$ cat config.mk
export PLATFORM = sky130hd
export DESIGN_NAME = memory_arbiter
export DESIGN_NICKNAME = d
export VERILOG_FILES = /design/src/rtl/memory_utils_pkg.sv /design/src/rtl/memory_arb_picker.sv /design/src/rtl/memory_arbiter.sv
export SDC_FILE = /design/constraint.sdc
export NUM_CORES = 1
export LEC_CHECK = 0
export ABC_AREA = 0
export BUFFER_PORTS_ARGS = -buffer_cell sky130_fd_sc_hd__buf_2
export CAP_MARGIN = 5
export CORE_MARGIN = 2
export CORE_UTILIZATION = 43
export DETAILED_ROUTE_END_ITERATION = 16
export GPL_ROUTABILITY_DRIVEN = 0
export PLACE_DENSITY = 0.82
export SETUP_SLACK_MARGIN = 0.05
export SLEW_MARGIN = 5
export SYNTH_ARGS = -nofsm -noshare
export SYNTH_HDL_FRONTEND = slang
export SYNTH_SLANG_ARGS = --single-unit
$ cat constraint.sdc
create_clock -name clk -period 1.5 [get_ports clk]
set_clock_uncertainty 0.05 [all_clocks]
set_input_delay 0.15 -clock clk [delete_from_list [all_inputs] [get_ports clk]]
set_output_delay 0.15 -clock clk [all_outputs]
set_load 0.02 [all_outputs]
$ cat src/rtl/memory_utils_pkg.sv
// Shared PDP-8 memory types plus the arbiter state encoding and requester count.
package memory_utils;

    localparam int WORD_W = 12;
    typedef logic [WORD_W-1:0] word;

    localparam logic DATA_READ         = 1'b0;
    localparam logic INSTRUCTION_FETCH = 1'b1;

    localparam int NUM_MEM_REQ = 2;

    typedef enum logic [1:0] {
        IDLE     = 2'd0,
        ACCESS   = 2'd1,
        COMPLETE = 2'd2
    } arb_state_t;

    // Index of the set bit in a two-requester one-hot vector.
    function automatic logic onehot_idx(input logic [NUM_MEM_REQ-1:0] oh);
        return oh[1];
    endfunction

endpackage

$ cat src/rtl/memory_arb_picker.sv
// Combinational winner selection for the two memory requesters.
// MEM_ARB_FIXED_PRIO_EN: requester 0 always wins ties and 'last' is ignored.
module memory_arb_picker
    import memory_utils::*;
(
    input  logic [NUM_MEM_REQ-1:0] req,
    input  logic                   last,
    output logic [NUM_MEM_REQ-1:0] winner
);

`ifdef MEM_ARB_FIXED_PRIO_EN
    logic unused_last;
    assign unused_last = last;

    always_comb begin
        winner = '0;
        if (req[0]) begin
            winner = 2'b01;
        end else if (req[1]) begin
            winner = 2'b10;
        end
    end
`else
    // On a tie the requester that was not served last time wins.
    always_comb begin
        winner = req;
        if (req == 2'b11) begin
            winner = last ? 2'b01 : 2'b10;
        end
    end
`endif

endmodule

$ cat src/rtl/memory_arbiter.sv
// Two-port arbiter/sequencer in front of memory_controller: one access at a time,
// fixed enable window, one-cycle gnt/done pulses. MEM_ARB_FIXED_PRIO_EN selects fixed priority.
module memory_arbiter
    import memory_utils::*;
#(
    parameter int ACCESS_CYCLES = 1
) (
    input  logic                   clk,
    input  logic                   rst,
    input  logic [NUM_MEM_REQ-1:0] req,
    input  logic [NUM_MEM_REQ-1:0] we,
    input  logic [NUM_MEM_REQ-1:0] rtype,
    input  word                    addr0,
    input  word                    addr1,
    input  word                    wdata0,
    input  word                    wdata1,
    output logic [NUM_MEM_REQ-1:0] gnt,
    output logic [NUM_MEM_REQ-1:0] done,
    output word                    rdata,
    output word                    mem_address,
    output word                    mem_write_data,
    output logic                   mem_read_enable,
    output logic                   mem_write_enable,
    output logic                   mem_read_type,
    input  word                    mem_read_data
);

    localparam int              CNT_W    = $clog2(ACCESS_CYCLES) + 1;
    localparam logic [CNT_W-1:0] CNT_LOAD = CNT_W'(ACCESS_CYCLES - 1);

    arb_state_t              state_q, state_d;
    logic [CNT_W-1:0]        cnt_q, cnt_d;
    logic [NUM_MEM_REQ-1:0]  sel_q, sel_d;
    logic [NUM_MEM_REQ-1:0]  gnt_q, gnt_d;
    logic [NUM_MEM_REQ-1:0]  done_q, done_d;
    word                     rdata_q, rdata_d;
    word                     addr_q, addr_d;
    word                     wdata_q, wdata_d;
    logic                    rd_en_q, rd_en_d;
    logic                    wr_en_q, wr_en_d;
    logic                    rtype_q, rtype_d;
    logic                    last_q, last_d;
    logic [NUM_MEM_REQ-1:0]  winner;
    logic                    win_idx;

    memory_arb_picker u_picker (
        .req    (req),
        .last   (last_q),
        .winner (winner)
    );

    assign win_idx = onehot_idx(winner);

    always_comb begin
        state_d = state_q;
        cnt_d   = cnt_q;
        sel_d   = sel_q;
        gnt_d   = '0;
        done_d  = '0;
        rdata_d = rdata_q;
        addr_d  = addr_q;
        wdata_d = wdata_q;
        rd_en_d = rd_en_q;
        wr_en_d = wr_en_q;
        rtype_d = rtype_q;
        last_d  = last_q;

        unique case (state_q)
            IDLE: begin
                if (|winner) begin
                    state_d = ACCESS;
                    cnt_d   = CNT_LOAD;
                    sel_d   = winner;
                    gnt_d   = winner;
                    addr_d  = win_idx ? addr1 : addr0;
                    wdata_d = win_idx ? wdata1 : wdata0;
                    // Enables are decoded from a single bit, so they can never overlap.
                    wr_en_d = we[win_idx];
                    rd_en_d = ~we[win_idx];
                    rtype_d = rtype[win_idx];
                    last_d  = win_idx;
                end
            end
            ACCESS: begin
                if (cnt_q == '0) begin
                    state_d = COMPLETE;
                    rd_en_d = 1'b0;
                    wr_en_d = 1'b0;
                    done_d  = sel_q;
                    if (rd_en_q) begin
                        rdata_d = mem_read_data;
                    end
                end else begin
                    cnt_d = cnt_q - 1'b1;
                end
            end
            COMPLETE: begin
                state_d = IDLE;
            end
            default: begin
                state_d = IDLE;
            end
        endcase
    end

    always_ff @(posedge clk) begin
        if (rst) begin
            state_q <= IDLE;
            cnt_q   <= '0;
            sel_q   <= '0;
            gnt_q   <= '0;
            done_q  <= '0;
            rdata_q <= '0;
            addr_q  <= '0;
            wdata_q <= '0;
            rd_en_q <= 1'b0;
            wr_en_q <= 1'b0;
            rtype_q <= 1'b0;
            last_q  <= 1'b1;
        end else begin
            state_q <= state_d;
            cnt_q   <= cnt_d;
            sel_q   <= sel_d;
            gnt_q   <= gnt_d;
            done_q  <= done_d;
            rdata_q <= rdata_d;
            addr_q  <= addr_d;
            wdata_q <= wdata_d;
            rd_en_q <= rd_en_d;
            wr_en_q <= wr_en_d;
            rtype_q <= rtype_d;
`ifdef MEM_ARB_FIXED_PRIO_EN
            last_q  <= 1'b1;
`else
            last_q  <= last_d;
`endif
        end
    end

    assign gnt              = gnt_q;
    assign done             = done_q;
    assign rdata            = rdata_q;
    assign mem_address      = addr_q;
    assign mem_write_data   = wdata_q;
    assign mem_read_enable  = rd_en_q;
    assign mem_write_enable = wr_en_q;
    assign mem_read_type    = rtype_q;

endmodule

==> results.tsv, run 1 <==
stage	metric	value	unit
global_route	first-pass GRT wire length	6.55	mm
place	dpl ws	0.160	ns
place	dpl hpwl	3.09	mm
run	max cap viols	0	
floorplanning	Core Area	4350	um2
place	IO buf count	110	
floorplanning	row count	24	
clock_tree	CTS Buf Count	5	
timing	final slew viol count	0	
global_route	vias in the first global route	1525	
synth	Syn Std Cell Area	1930	um2
clock_tree	clk buf depth	2	
synth	syn avg cell area	10.2	um2
worst_hold_path	Hold Crit Class	in -> reg	
routing	Routed Antenna Nets	0	
synth	Mapped Nets	258	
power	PD cells	1130	nW/um2
synth	Post-synth EDFFs	0	
clock_tree	Setup Fix Bufs, Post-CTS	0	
timing	Slew HR	0.626	
layout	Final #Nets	367	
synth	synthesis warning total	0	
timing	fin crit share	0.877	
global_route	Tot GR Track Use	0.162	
timing	post-route setup slack	0.185	ns
layout	diode count	0	
clock_tree	Clock Root Buffer	clkbuf_8	
synth	Synth area leaders	dfxtp_1, mux2i_1, a211oi_1	
synth	#FFs+latches synth	48	
power	VDD IR max	0.000602	V
timing	Slew @ Worst Pin	0.555	ns
setup_path	CP max-delay cell	dfxtp_1	
synth	Yosys top cell area share	0.497	
setup_path	crit-path max cell delay	0.35	ns
clock_tree	Reg clk slew, reported paths	0.08	ns
global_route	GR Overflow Total	0	
floorplanning	Die ar.	5050	um2
setup_path	critical path endpoint category	register	
layout	Area Overhead vs Synth	37.5	%
synth	fraction of registers with async set/reset	0	
global_route	initial antenna violation count	0	
setup_path	CP arrival	1.49	ns
timing	final setup violation count	0	
clock_tree	Worst-Skew Late Latency	0.29	ns
timing	min cycle time layout	1.31	ns
synth	sequential element share of the synthesized area	0.497	
routing	starting DRC count in detailed routing	54	
setup_path	Crit Path Max Fanout	6	
timing	RSZ-0062 raised after global routing	no	
power	Static Leak	1.37	nW
clock_tree	# H-tree levels	2	
global_route	largest net degree at the start of global routing	54	
layout	fillcell total	351	
timing	Final Hold Slack	0.0353	ns
routing	DR DRC count	0	
floorplanning	chip height	71.1	um
routing	vias post-DR	1704	
synth	area leader, netlist	dfxtp_1	
setup_path	worst path cell trace	nor2_4 -> o21ai_0 -> or2_2 -> a21oi_1	
setup_path	CP Launch Type	register	
timing	Fin. Hold Viols	0	
routing	vias per cell	4.84	
floorplanning	Starting Density	0.444	
setup_path	r2r setup slk	0.19	ns
timing	fmax	761	MHz
run_status	status	completed	
setup_path	critical path class	reg -> reg	
synth	top_reg_cell synth	dfxtp_1	
clock_tree	Resize count post-CTS	0	
timing	Setup TNS	0	ns
routing	DR WL/cell	12.1	um
layout	Final Util	0.611	
power	Tot Pwr	3.00	mW
synth	Yosys cell types	24	
synth	post-synthesis cell count	190	
clock_tree	number of clock sinks	48	
clock_tree	TritonCTS clock tree	done	
floorplanning	I/O pins	111	
layout	layout cells sized above 1	0.430	
floorplanning	Die Span X	71.1	um
setup_path	Critical Path RT	1.68	ns
routing	final WL	4.25	mm
routing	Pre-antenna DRT Iters	4	
clock_tree	# hold bufs at CTS	0	
==> critical path: cells and delay by family, from the launching register on <==
kind / cells / cell delay [ns]
simple gates: 2 / 0.51
flops: 1 / 0.35
compound gates: 2 / 0.34
==> sequential cells by signal, summed over array words and instances, names as in the netlist <==
signal,flops
sel_q,2
mem_read_type,1
mem_read_enable,1
last_q,1
mem_write_data,12
done,2
state_q,2
rdata,12
mem_write_enable,1
gnt,2
mem_address,12
==> power by group <==
| part | leakage, nW | internal (mW) | switching, mW | total (mW) |
|---|---|---|---|---|
| combinational | 0.922 | 0.294 | 0.371 | 0.666 |
| sequential | 0.395 | 1.38 | 0.0590 | 1.44 |
| clock | 0.0552 | 0.494 | 0.401 | 0.896 |
| total | 1.37 | 2.17 | 0.832 | 3.00 |
==> synthesized netlist by cell type (2+ instances only) <==
cell and instances:
dfxtp_1 48, buf_2 6, a211oi_1 26, buf_12 2, or2_2 2, clkbuf_1 5
nand2_1 2, and2_1 3, o21ai_0 2, nor2_1 40, a21oi_1 4, mux2i_1 38
==> path summary, 6_finish.rpt <==
check,from,end,cells past startpoint
max reg2reg,state_q[0],sel_q[0],4
max,state_q[0],sel_q[0],4
min reg2reg,sel_q[0],sel_q[0],2
min,mem_read_data[6],rdata[6],3
==> per-stage QoR <==
step	instance area (um2)	instances
floorplan	1930	190
global placement	2520	343
detailed placement	2520	343
CTS	2630	351
global route	2660	352
finish	2660	352
==> metal layers <==
layer | GRT usage | share of wire
met2 | 0.280 | 0.46
met3 | 0.0570 | 0.078
met4 | 0.0566 | 0.014
met5 | 0 | 0
met1 | 0.186 | 0.45
==> final cells by class <==
| type | instances | area [um2] | share of cell area |
|---|---|---|---|
| clock buffers | 6 | 72.6 | 0.0273 |
| clock inverters | 2 | 35.0 | 0.0132 |
| inverters | 1 | 3.75 | 0.00141 |
| multi-input cells | 126 | 877 | 0.330 |
| flip-flops and latches | 48 | 961 | 0.361 |
| well taps | 52 | 65.1 | 0.0245 |
| repair buffers | 117 | 646 | 0.243 |
==> placed cells by master, fill, tap and decap left out <==
cell type	count
o21ai_0	2
buf_12	2
nand2b_1	1
clkinv_2	1
inv_1	1
bufinv_16	1
nand3_1	1
a31oi_1	1
a211oi_1	26
o21a_4	1
a21boi_4	1
clkbuf_8	5
nor2_4	1
buf_2	110
clkbuf_16	1
dfxtp_1	48
a21oi_1	4
nor2_1	40
or2_2	2
clkbuf_1	1
a22oi_1	1
and2_1	3
nand2_1	2
nor3_1	1
nand3b_1	1
buf_4	4
mux2i_1	38
==> kinds of logic (layout without fill, tap and decap cells) <==
logic type      Yosys count  after routing  share of synthesized area
compound gates           36             36                      0.133
mux                      38             38                      0.197
simple gates             52             52                      0.116
flops                    48             48                      0.497
buf+inv                  16            126                     0.0576
(Power assumes the default switching activity.)
==> run 2: changes to the inputs <==
ABC_AREA = 1   (was 0)
CORE_UTILIZATION = 45   (was 43)
PLACE_DENSITY = 0.83   (was 0.82)
SKIP_CTS_REPAIR_TIMING = 1   (was not set)
==> run 2 against run 1 <==
- first-iteration DRC count increased by 24%
- count of clock-buffer cells in the layout up 1
- clock power fell by 11%
- sequential cell count stayed put
- worst setup slack improved by 0.085 ns
==> results.tsv, run 2 <==
stage	metric	value	unit	change
clock_tree	# H-tree levels	2		unchanged
timing	Setup TNS	0	ns	unchanged
power	Tot Pwr	2.96	mW	was 3.00 mW
floorplanning	I/O pins	111		unchanged
clock_tree	CTS Buf Count	5		unchanged
power	Clock Power Share	0.270		was 0.299
setup_path	CP startpoint	state_q[0]		unchanged
synth	#FFs+latches synth	48		unchanged
clock_tree	number of clock sinks	48		unchanged
synth	top_reg_cell synth	dfxtp_1		unchanged
layout	fillcell total	415		was 351
layout	Final #Nets	496		was 367
power	Static Leak	1.56	nW	was 1.37 nW
clock_tree	TritonCTS clock tree	done		unchanged
timing	Slew HR	0.701		was 0.626
place	IO buf count	110		unchanged
clock_tree	clk buf depth	2		unchanged
timing	fin crit share	0.820		was 0.877
run_status	status	completed		unchanged
layout	Area Overhead vs Synth	31.9	%	was 37.5%
power	switching portion of total power	0.299		was 0.277
clock_tree	Clock Root Buffer	clkbuf_8		unchanged
routing	vias post-DR	2212		was 1,704
layout	footprint of the multi-input gates	926	um2	was 877 um2
power	PD cells	1050	nW/um2	was 1130 nW/um2
global_route	Tot GR Track Use	0.184		was 0.162
setup_path	critical path class	reg -> reg		unchanged
global_route	first-pass GRT wire length	7.85	mm	was 6.55 mm
routing	DR DRC count	0		unchanged
run	max cap viols	0		unchanged
clock_tree	Worst-Skew Late Latency	0.29	ns	about the same
layout	storage element area	961	um2	unchanged
power	Int Pwr	2.08	mW	was 2.17 mW
layout	most frequent cells in the layout	buf_2, nor2_1, nand2_1, dfxtp_1, inv_1		was buf_2, dfxtp_1, nor2_1, mux2i_1, a211oi_1
synth	synthesis warning total	0		unchanged
setup_path	CP arrival	1.38	ns	was 1.49 ns
routing	final WL	4.69	mm	was 4.25 mm
power	Seq pwr share	0.484		was 0.480
setup_path	worst r2r src	state_q[0]		unchanged
floorplanning	Die Span X	72.9	um	was 71.1 um
floorplanning	Die ar.	5310	um2	was 5050 um2
power	VDD IR max	0.000480	V	was 0.000602 V
timing	final slew viol count	0		unchanged
setup_path	Crit Path Max Fanout	18		was 6
synth	Yosys top cell area share	0.450		was 0.497
worst_hold_path	Hold Startpoint	mem_read_data[3]		was mem_read_data[6]
global_route	largest net degree at the start of global routing	36		was 54
synth	Post-synth EDFFs	0		unchanged
place	dpl hpwl	3.49	mm	was 3.09 mm
timing	min cycle time layout	1.23	ns	was 1.31 ns
synth	count leader, synth	nor2_1		was dfxtp_1
routing	starting DRC count in detailed routing	67		was 54
place	dpl ws	0.274	ns	was 0.160 ns
timing	Slew @ Worst Pin	0.448	ns	was 0.555 ns
synth	Synth area leaders	dfxtp_1, nor2_1, nand2_1		was dfxtp_1, mux2i_1, a211oi_1
timing	fmax	813	MHz	was 761 MHz
synth	syn avg cell area	6.63	um2	was 10.2 um2
power	Psw	0.886	mW	was 0.832 mW
floorplanning	Core Area	4660	um2	was 4350 um2
routing	DR WL/cell	9.73	um	was 12.1 um
timing	RSZ-0062 raised after global routing	no		unchanged
floorplanning	chip height	72.9	um	was 71.1 um
routing	Routed Antenna Nets	0		unchanged
setup_path	critical path endpoint category	register		unchanged
clock_tree	Reg clk slew, reported paths	0.08	ns	about the same
synth	most instantiated cells after synthesis	nor2_1, nand2_1, dfxtp_1		was dfxtp_1, nor2_1, mux2i_1
worst_hold_path	Hold Crit Class	in -> reg		unchanged
global_route	initial antenna violation count	0		unchanged
timing	Fin. Hold Viols	0		unchanged
floorplanning	row count	25		was 24
synth	sequential element share of the synthesized area	0.450		was 0.497
synth	Mapped Nets	390		was 258
layout	layout cells sized above 1	0.306		was 0.430
layout	diode count	0		unchanged
synth	Yosys cell types	20		was 24
global_route	vias in the first global route	1883		was 1,525
setup_path	Critical Path RT	1.65	ns	was 1.68 ns
routing	Pre-antenna DRT Iters	4		unchanged
synth	post-synthesis cell count	322		was 190
timing	post-route setup slack	0.270	ns	was 0.185 ns
floorplanning	Starting Density	0.458		was 0.444
timing	final setup violation count	0		unchanged
synth	area leader, netlist	dfxtp_1		unchanged
synth	fraction of registers with async set/reset	0		unchanged
setup_path	CP Launch Type	register		unchanged
layout	commonest non-fill, non-tap cell in the layout	buf_2		unchanged
synth	Syn Std Cell Area	2140	um2	was 1930 um2
power	combinational power share	0.246		was 0.222
global_route	GR Overflow Total	0		unchanged
routing	vias per cell	4.59		was 4.84
## run 2: metrics by stage
stage	util	std cells	cell area (um2)	hold WS [ns]
final	0.605	482	2820	0.0722
after global routing	0.605	482	2820	0.0752
after CTS	0.605	482	2820	0.0644
after detailed placement	0.584	475	2720	0.379
after global placement	0.584	475	2720	0.376
after floorplan	-	322	2140	0.264
## run 2: final timing paths
check / cells past startpoint / slack (ns) / to
max reg2reg: 8 / 0.27 / gnt[1]
max: 8 / 0.27 / gnt[1]
min: 3 / 0.07 / rdata[3]
min reg2reg: 2 / 0.41 / rdata[5]
## run 2: cell type report
class	count	share of cell area
Sequential cell	48	0.341
Multi-Input combinational cell	219	0.329
Timing Repair Buffer	117	0.223
Inverter	37	0.0493
Clock buffer	7	0.0342
Tap cell	54	0.0240
## run 2: worst max-delay path, cell delays in order, from the launching register on
cell and delay [ns]:
dfxtp_1 0.33, clkinv_1 0.12, nand2_2 0.14, nor2_8 0.04, buf_4 0.19, nand2_1 0.11, inv_1 0.06, nand2_1 0.06
inv_1 0.03
## run 2: cell families after synthesis
group / synth area share
AO/OA/AOI/OAI: 0.0990
buffers and inverters: 0.117
flip-flops: 0.450
AND/OR/NAND/NOR: 0.335
## run 2: power groups by stage
stage	logic, mW	clock network (mW)	registers (mW)
floorplan	0.366	0	1.58
global placement	0.725	0	1.46
detailed placement	0.740	0	1.46
CTS	0.740	0.829	1.43
global route	0.824	0.881	1.45
finish	0.731	0.799	1.43
## run 2: routing by layer
| metal | vias to the layer above | track usage | wire length (um) |
|---|---|---|---|
| met1 | 939 | 0.235 | 2160 |
| met4 | 0 | 0.0370 | 39 |
| met5 | - | 0 | 0 |
| met3 | 5 | 0.0566 | 358 |
| met2 | 80 | 0.309 | 2130 |
| li1 | 1188 | - | - |
